===== config.mk =====
export PLATFORM = sky130hd
export DESIGN_NAME = adv7511_i2c_config
export DESIGN_NICKNAME = d
export VERILOG_FILES = /design/src/rtl/adv7511_cfg_pkg.sv /design/src/rtl/i2c_byte_master.sv /design/src/rtl/adv7511_i2c_config.sv
export SDC_FILE = /design/constraint.sdc
export NUM_CORES = 1
export LEC_CHECK = 0
export CAP_MARGIN = 20
export CELL_PAD_IN_SITES_DETAIL_PLACEMENT = 0
export CELL_PAD_IN_SITES_GLOBAL_PLACEMENT = 2
export CORE_ASPECT_RATIO = 1.2
export CORE_MARGIN = 2
export CORE_UTILIZATION = 40
export CTS_CLUSTER_SIZE = 40
export DETAILED_ROUTE_END_ITERATION = 10
export PLACE_DENSITY = 0.89
export SYNTH_ARGS = -nofsm -noshare
export SYNTH_HDL_FRONTEND = slang
export SYNTH_SLANG_ARGS = --single-unit

===== constraint.sdc =====
create_clock -name clk -period 5.8 [get_ports clk]
set_clock_uncertainty 0.05 [all_clocks]
set_input_delay 0.87 -clock clk [delete_from_list [all_inputs] [get_ports clk]]
set_output_delay 0.87 -clock clk [all_outputs]
set_load 0.02 [all_outputs]

===== src/rtl/adv7511_cfg_pkg.sv =====
// Shared types and the ADV7511 bring-up register table for the HDMI transmitter I2C configurator.
package adv7511_cfg_pkg;

   localparam int unsigned NUM_ENTRIES     = 13;
   localparam int unsigned TICKS_PER_ENTRY = 120;
   localparam logic [3:0]  LAST_INDEX      = 4'(NUM_ENTRIES - 1);

   typedef struct packed {
      logic [7:0] reg_addr;
      logic [7:0] reg_data;
   } cfg_entry_t;

   typedef enum logic [2:0] {
      ST_IDLE,
      ST_WAIT_HPD,
      ST_START,
      ST_BYTE,
      ST_STOP,
      ST_GAP,
      ST_DONE,
      ST_ERROR
   } cfg_state_t;

   typedef enum logic [1:0] {
      CMD_START,
      CMD_WRITE,
      CMD_STOP,
      CMD_GAP
   } i2c_cmd_t;

   localparam cfg_entry_t CFG_TABLE [NUM_ENTRIES] = '{
      '{8'h41, 8'h10}, '{8'h98, 8'h03}, '{8'h9A, 8'hE0}, '{8'h9C, 8'h30},
      '{8'h9D, 8'h61}, '{8'hA2, 8'hA4}, '{8'hA3, 8'hA4}, '{8'hE0, 8'hD0},
      '{8'hAF, 8'h06}, '{8'hF9, 8'h00}, '{8'h15, 8'h01}, '{8'h16, 8'h38},
      '{8'h48, 8'h08}
   };

   function automatic cfg_entry_t cfg_entry(input logic [3:0] idx);
      if (idx <= LAST_INDEX) cfg_entry = CFG_TABLE[idx];
      else                   cfg_entry = '0;
   endfunction

endpackage


===== src/rtl/i2c_byte_master.sv =====
// Quarter-tick I2C bit engine: runs START / byte write / STOP / bus-free GAP phases back to back.
module i2c_byte_master
   import adv7511_cfg_pkg::*;
#(
   parameter int unsigned CLK_DIV = 375
) (
   input  logic       clk,
   input  logic       rst,
   input  logic       cmd_valid,
   input  i2c_cmd_t   cmd,
   input  logic [7:0] cmd_data,
   input  logic       sda_i,
   output logic       scl_oe,
   output logic       sda_oe,
   output logic       ready,
   output logic       nack,
   output logic       active
);

   localparam int unsigned DIV_W = (CLK_DIV > 1) ? $clog2(CLK_DIV) : 1;

   logic [DIV_W-1:0] div_cnt;
   logic             tick;
   logic             last_bit;
   i2c_cmd_t         cur_cmd;
   i2c_cmd_t         pend_cmd;
   logic             pend_valid;
   logic [7:0]       shreg;
   logic [7:0]       pend_data;
   logic [1:0]       qtr;
   logic [3:0]       bit_cnt;
   logic             scl_drv_c;
   logic             sda_drv_c;

   assign tick     = active && (div_cnt == DIV_W'(CLK_DIV - 1));
   assign last_bit = (cur_cmd != CMD_WRITE) || (bit_cnt == 4'd8);

   // ready fires entering the final quarter so the next command is queued before the phase ends
   always_ff @(posedge clk) begin
      if (rst) begin
         div_cnt    <= '0;
         active     <= 1'b0;
         cur_cmd    <= CMD_GAP;
         pend_cmd   <= CMD_GAP;
         pend_valid <= 1'b0;
         shreg      <= '0;
         pend_data  <= '0;
         qtr        <= '0;
         bit_cnt    <= '0;
         ready      <= 1'b0;
         nack       <= 1'b0;
      end else begin
         ready <= 1'b0;
         if (!active) begin
            div_cnt <= '0;
            if (cmd_valid) begin
               active     <= 1'b1;
               cur_cmd    <= cmd;
               shreg      <= cmd_data;
               pend_valid <= 1'b0;
               qtr        <= '0;
               bit_cnt    <= '0;
            end
         end else begin
            div_cnt <= tick ? '0 : div_cnt + DIV_W'(1);
            if (cmd_valid) begin
               pend_valid <= 1'b1;
               pend_cmd   <= cmd;
               pend_data  <= cmd_data;
            end
            if (tick) begin
               if (qtr == 2'd3) begin
                  qtr <= '0;
                  if (!last_bit) begin
                     bit_cnt <= bit_cnt + 4'd1;
                     shreg   <= {shreg[6:0], 1'b0};
                  end else if (pend_valid) begin
                     cur_cmd    <= pend_cmd;
                     shreg      <= pend_data;
                     pend_valid <= 1'b0;
                     bit_cnt    <= '0;
                  end else begin
                     active <= 1'b0;
                  end
               end else begin
                  qtr <= qtr + 2'd1;
                  if (qtr == 2'd2 && last_bit) begin
                     ready <= 1'b1;
                     nack  <= (cur_cmd == CMD_WRITE) && sda_i;
                  end
               end
            end
         end
      end
   end

   // Line levels per phase and quarter (1 = pull low)
   always_comb begin
      scl_drv_c = 1'b0;
      sda_drv_c = 1'b0;
      if (active) begin
         case (cur_cmd)
            CMD_START: sda_drv_c = qtr[1];
            CMD_WRITE: begin
               scl_drv_c = !qtr[1];
               sda_drv_c = (bit_cnt == 4'd8) ? 1'b0 : !shreg[7];
            end
            CMD_STOP: begin
               scl_drv_c = (qtr == 2'd0);
               sda_drv_c = (qtr != 2'd3);
            end
            default: ;
         endcase
      end
   end

   always_ff @(posedge clk) begin
      if (rst) begin
         scl_oe <= 1'b0;
         sda_oe <= 1'b0;
      end else begin
         scl_oe <= scl_drv_c;
         sda_oe <= sda_drv_c;
      end
   end

endmodule


===== src/rtl/adv7511_i2c_config.sv =====
// ADV7511 bring-up sequencer: writes the register table over I2C after hot-plug detect.
module adv7511_i2c_config
   import adv7511_cfg_pkg::*;
#(
   parameter int unsigned CLK_DIV  = 375,
   parameter logic [7:0]  DEV_ADDR = 8'h72
) (
   input  logic       clk,
   input  logic       rst,
   input  logic       hpd,
   input  logic       sda_i,
   output logic       sda_oe,
   output logic       scl_oe,
   output logic       busy,
   output logic       done,
   output logic       error,
   output logic [3:0] reg_index
);

   logic       hpd_meta;
   logic       hpd_sync;
   cfg_state_t state;
   cfg_state_t state_next;
   logic [3:0] reg_index_next;
   logic [1:0] byte_cnt;
   logic [1:0] byte_cnt_next;
   logic       nack_seen;
   logic       nack_seen_next;
   logic       cmd_valid_c;
   i2c_cmd_t   cmd_c;
   logic [7:0] cmd_data_c;
   logic       m_ready;
   logic       m_nack;
   logic       m_active;

   function automatic logic [7:0] entry_byte(input logic [3:0] idx, input logic [1:0] sel);
      cfg_entry_t e;
      e = cfg_entry(idx);
      case (sel)
         2'd0:    entry_byte = DEV_ADDR;
         2'd1:    entry_byte = e.reg_addr;
         default: entry_byte = e.reg_data;
      endcase
   endfunction

   always_ff @(posedge clk) begin
      if (rst) begin
         state     <= ST_IDLE;
         hpd_meta  <= 1'b0;
         hpd_sync  <= 1'b0;
         reg_index <= '0;
         byte_cnt  <= '0;
         nack_seen <= 1'b0;
         busy      <= 1'b0;
         done      <= 1'b0;
         error     <= 1'b0;
      end else begin
         state     <= state_next;
         hpd_meta  <= hpd;
         hpd_sync  <= hpd_meta;
         reg_index <= reg_index_next;
         byte_cnt  <= byte_cnt_next;
         nack_seen <= nack_seen_next;
         busy      <= state_next inside {ST_START, ST_BYTE, ST_STOP, ST_GAP};
         done      <= (state_next == ST_DONE);
         error     <= (state_next == ST_ERROR);
      end
   end

   // Each master ready both advances the sequence and queues the following phase
   always_comb begin
      state_next     = state;
      reg_index_next = reg_index;
      byte_cnt_next  = byte_cnt;
      nack_seen_next = nack_seen;
      cmd_valid_c    = 1'b0;
      cmd_c          = CMD_GAP;
      cmd_data_c     = '0;
      case (state)
         ST_IDLE: state_next = ST_WAIT_HPD;
         ST_WAIT_HPD: begin
            reg_index_next = '0;
            if (hpd_sync) begin
               state_next  = ST_START;
               cmd_valid_c = 1'b1;
               cmd_c       = CMD_START;
            end
         end
         ST_START: begin
            if (m_ready) begin
               state_next    = ST_BYTE;
               byte_cnt_next = '0;
               cmd_valid_c   = 1'b1;
               cmd_c         = CMD_WRITE;
               cmd_data_c    = entry_byte(reg_index, 2'd0);
            end
         end
         ST_BYTE: begin
            if (m_ready) begin
               cmd_valid_c = 1'b1;
               if (m_nack || byte_cnt == 2'd2) begin
                  nack_seen_next = nack_seen || m_nack;
                  state_next     = ST_STOP;
                  cmd_c          = CMD_STOP;
               end else begin
                  byte_cnt_next = byte_cnt + 2'd1;
                  cmd_c         = CMD_WRITE;
                  cmd_data_c    = entry_byte(reg_index, byte_cnt + 2'd1);
               end
            end
         end
         ST_STOP: begin
            if (m_ready) begin
               state_next  = ST_GAP;
               cmd_valid_c = 1'b1;
               cmd_c       = CMD_GAP;
            end
         end
         ST_GAP: begin
            if (m_ready) begin
               if (hpd_sync && !nack_seen && reg_index != LAST_INDEX) begin
                  reg_index_next = reg_index + 4'd1;
                  state_next     = ST_START;
                  cmd_valid_c    = 1'b1;
                  cmd_c          = CMD_START;
               end
            end else if (!m_active) begin
               if (nack_seen) begin
                  state_next = ST_ERROR;
               end else if (hpd_sync && reg_index == LAST_INDEX) begin
                  state_next = ST_DONE;
               end else begin
                  state_next     = ST_WAIT_HPD;
                  reg_index_next = '0;
               end
            end
         end
         ST_DONE: begin
            if (!hpd_sync) begin
               state_next     = ST_WAIT_HPD;
               reg_index_next = '0;
            end
         end
         ST_ERROR: state_next = ST_ERROR;
         default:  state_next = ST_IDLE;
      endcase
   end

   i2c_byte_master #(
      .CLK_DIV (CLK_DIV)
   ) u_master (
      .clk       (clk),
      .rst       (rst),
      .cmd_valid (cmd_valid_c),
      .cmd       (cmd_c),
      .cmd_data  (cmd_data_c),
      .sda_i     (sda_i),
      .scl_oe    (scl_oe),
      .sda_oe    (sda_oe),
      .ready     (m_ready),
      .nack      (m_nack),
      .active    (m_active)
   );

endmodule

==> reports/results.ini <==
[outcome]
status=finished clean

[logic_synthesis]
synth_edf_count=0
synth_mux_area_frac=0.0344
synthesis.area_mm2=0.00349
syn-mean-instance-area_um2=8.21
synth_compound_area_frac=0.222
ys_async_sr_fraction=0
synthAdderAreaFrac=0.0824
synth_top_family_by_area=simple AND/OR/NAND/NOR gates
synth-main-ff-cell=dfxtp_1
synthXorXnorAreaFrac=0.0176
synth-warning-count=0
yosysSeqAreaShare=0.321
yosys.area_share.simple=0.265
synth_nets=452
synth-seq-cells=56
syn_inst=425
yosysUniqueCellTypes=72

[cts]
hold_buffers=0
clock_latency_ns=0.33
cts_num_sinks=56
ctsHtreeMaxLevel=2
cts_resized=0
cts_root_buffer=clkbuf_8
clockBufferDepth=2
numCtsBuffers=5
postCtsSetupRepairBufs=0
cts.clk_slew.worst_paths_ns=0.11
cts_tree=yes

[floorplan]
start_util=0.410
rows=37
die_x_um=89.3
core_area_mm2=0.00852
die_height_um=106
ios=13
dieArea_mm2=0.00949

[routing]
vias=3064
ant_nets=0
firstDrtPassIters=4
wirelength_um=8710
routedWlPerCell_um=16.1
drtIter0Drc=175
routed_via_density=5.67
drc_errors=0

[global_route]
grt_pass1_wl_um=14300
use_met3=0.0280
grt_busiest_layer=met2
overflow=0
met1_usage=0.245
use_met2=0.318
grt_pass1_vias=2866
grt_max_degree=29
antenna_found_initial=0
grt_usage=0.192

[timing]
tns_ns=0
hold_violations=0
rsz0062_at_grt=no
period_minus_slack_ns=3.01
drv_slew=0
worstMarginPinSlew_ns=0.815
fin_crit_sh=0.519
maxSlewHeadroom=0.456
setup_viol=0
max_freq_mhz=332

[critical_path]
crit_slowest_cell=dfxtp_1
worstPathMaxFanout=12
worstSetupPathType=reg2reg
rr_endpoint=u_master.shreg[1]
regToRegStartpoint=reg_index[0]
cp-start-kind=flop
worstSetupStartpoint=reg_index[0]
r2r_slack_ns=2.79
path_cells=inv_1 > ha_1 > and3_1 > or3_1 > a21oi_2 > o21ai_1 > o32ai_1
cp-end-kind=flop
cp_slowest_stage_delay_ns=0.56
cp-endpoint=u_master.shreg[1]
reg2regPathDepth=7
cp.required_ns=5.98
cp.arrival_ns=3.19

[min_path]
hold_class=reg2reg

[placed_design]
gp_congestion=0.807
dp_hpwl_um=6380
numPortBuffers=12

[final_layout]
fin_nets=449
fill_cells=893
utilization=0.439
drive_gt1_frac=0.0922
area_growth_pct=7.24
diodes=0

[power_and_ir_drop]
power_uw=659
peakVddDrop_v=0.000100
leakage_uw=0.00136
power.density_mw_per_mm2=176

[flow_run]
drv_cap=0

==> worst max-delay path, delay by kind of cell, from the launching register on <==
family	cells	cell delay (ns)
AO/OA/AOI/OAI	3	1.04
adder cells (fa/ha/maj)	1	0.36
buffers and inverters	1	0.16
flip-flops	1	0.56
AND/OR/NAND/NOR	2	0.74
==> logic make-up after synthesis <==
family | count (synthesis)
AO/OA/AOI/OAI | 113
flip-flops | 56
AND/OR/NAND/NOR | 169
adder cells (fa/ha/maj) | 23
XOR/XNOR | 7
buffers and inverters | 46
multiplexers | 11
==> through the flow <==
stage	cells	cell area [um2]	worst slack (ns)	hold WS [ns]
6_report	540	3740	2.79	0.407
5_1_grt	540	3740	2.57	0.404
4_1_cts	540	3740	2.81	0.402
3_5_place_dp	532	3650	2.82	0.393
3_3_place_gp	532	3650	2.92	0.373
2_1_floorplan	425	3490	3.39	0.364
==> routing by layer <==
layer | part of all wire | vias to the layer above
met5 | 0 | -
met3 | 0.023 | 16
li1 | - | 1549
met4 | 0.030 | 0
met1 | 0.45 | 1450
met2 | 0.50 | 49
==> layout by cell type (no fill, tap or decap), types with 4 or more instances in the layout <==
| master | n |
|---|---|
| a21oi_1 | 31 |
| a311oi_1 | 4 |
| and3_1 | 8 |
| and3b_1 | 5 |
| clkbuf_8 | 5 |
| clkdlybuf4s50_1 | 12 |
| dfxtp_1 | 56 |
| ha_1 | 23 |
| inv_1 | 22 |
| mux2_2 | 8 |
| nand2_1 | 35 |
| nand2b_1 | 11 |
| nand3_1 | 19 |
| nand3b_1 | 4 |
| nor2_1 | 30 |
| nor2b_1 | 4 |
| nor3_1 | 13 |
| nor4_1 | 4 |
| o21ai_0 | 21 |
| o22ai_1 | 5 |
| o31ai_1 | 4 |
| or2_2 | 5 |
| or3_1 | 6 |
| xor2_1 | 6 |
==> cells in the mapped netlist (all sizes together) (4+ instances only) <==
| cell type | instances | area [um2] |
|---|---|---|
| and3b | 5 | 43.8 |
| nor2b | 4 | 25.0 |
| nor3 | 16 | 95.1 |
| nand3 | 19 | 95.1 |
| clkbuf | 12 | 45.0 |
| o31ai | 4 | 30.0 |
| o22ai | 5 | 31.3 |
| a311oi | 4 | 35.0 |
| nor4 | 4 | 25.0 |
| o21ai | 24 | 128 |
| ha | 23 | 288 |
| xor2 | 6 | 52.6 |
| nand2b | 11 | 68.8 |
| buf | 11 | 70.1 |
| or4 | 4 | 33.8 |
| or3 | 6 | 37.5 |
| and3 | 8 | 50.1 |
| nor2 | 31 | 119 |
| nand3b | 4 | 30.0 |
| a21oi | 32 | 164 |
| nand2 | 35 | 131 |
| dfxtp | 56 | 1120 |
| mux2 | 8 | 90.1 |
| inv | 22 | 82.6 |
| or2 | 5 | 31.3 |
| and2 | 4 | 27.5 |
==> sequential cells by signal (all words and copies together), names as in the netlist, 2 cells and up <==
signal / cells
u_master.div_cnt: 9
u_master.pend_data: 8
u_master.shreg: 8
reg_index: 4
u_master.bit_cnt: 4
state: 3
byte_cnt: 2
u_master.cur_cmd: 2
u_master.pend_cmd: 2
u_master.qtr: 2
==> report_power, final <==
part / internal, uW / switching (uW)
clock: 88.5 / 145
combinational: 11.4 / 19.0
sequential: 388 / 6.51
==> cell type report <==
class / instances / area [um2] / area share
Clock buffer: 5 / 68.8 / 0.0184
Clock inverter: 3 / 25.0 / 0.00668
Inverter: 23 / 86.3 / 0.0231
Multi-Input combinational cell: 323 / 2170 / 0.579
Sequential cell: 56 / 1120 / 0.299
Tap cell: 117 / 146 / 0.0391
Timing Repair Buffer: 13 / 128 / 0.0341
==> how the worst min path moves through the flow <==
stage                        start        to  depth (start not counted)  slack, ns
after floorplan           hpd_meta  hpd_sync                          1       0.36
after global placement    hpd_meta  hpd_sync                          1       0.37
after detailed placement  hpd_meta  hpd_sync                          1       0.39
after CTS                 hpd_meta  hpd_sync                          1       0.40
after global routing      hpd_meta  hpd_sync                          1       0.40
final                     hpd_meta  hpd_sync                          1       0.41
(Power assumes the default switching activity.)
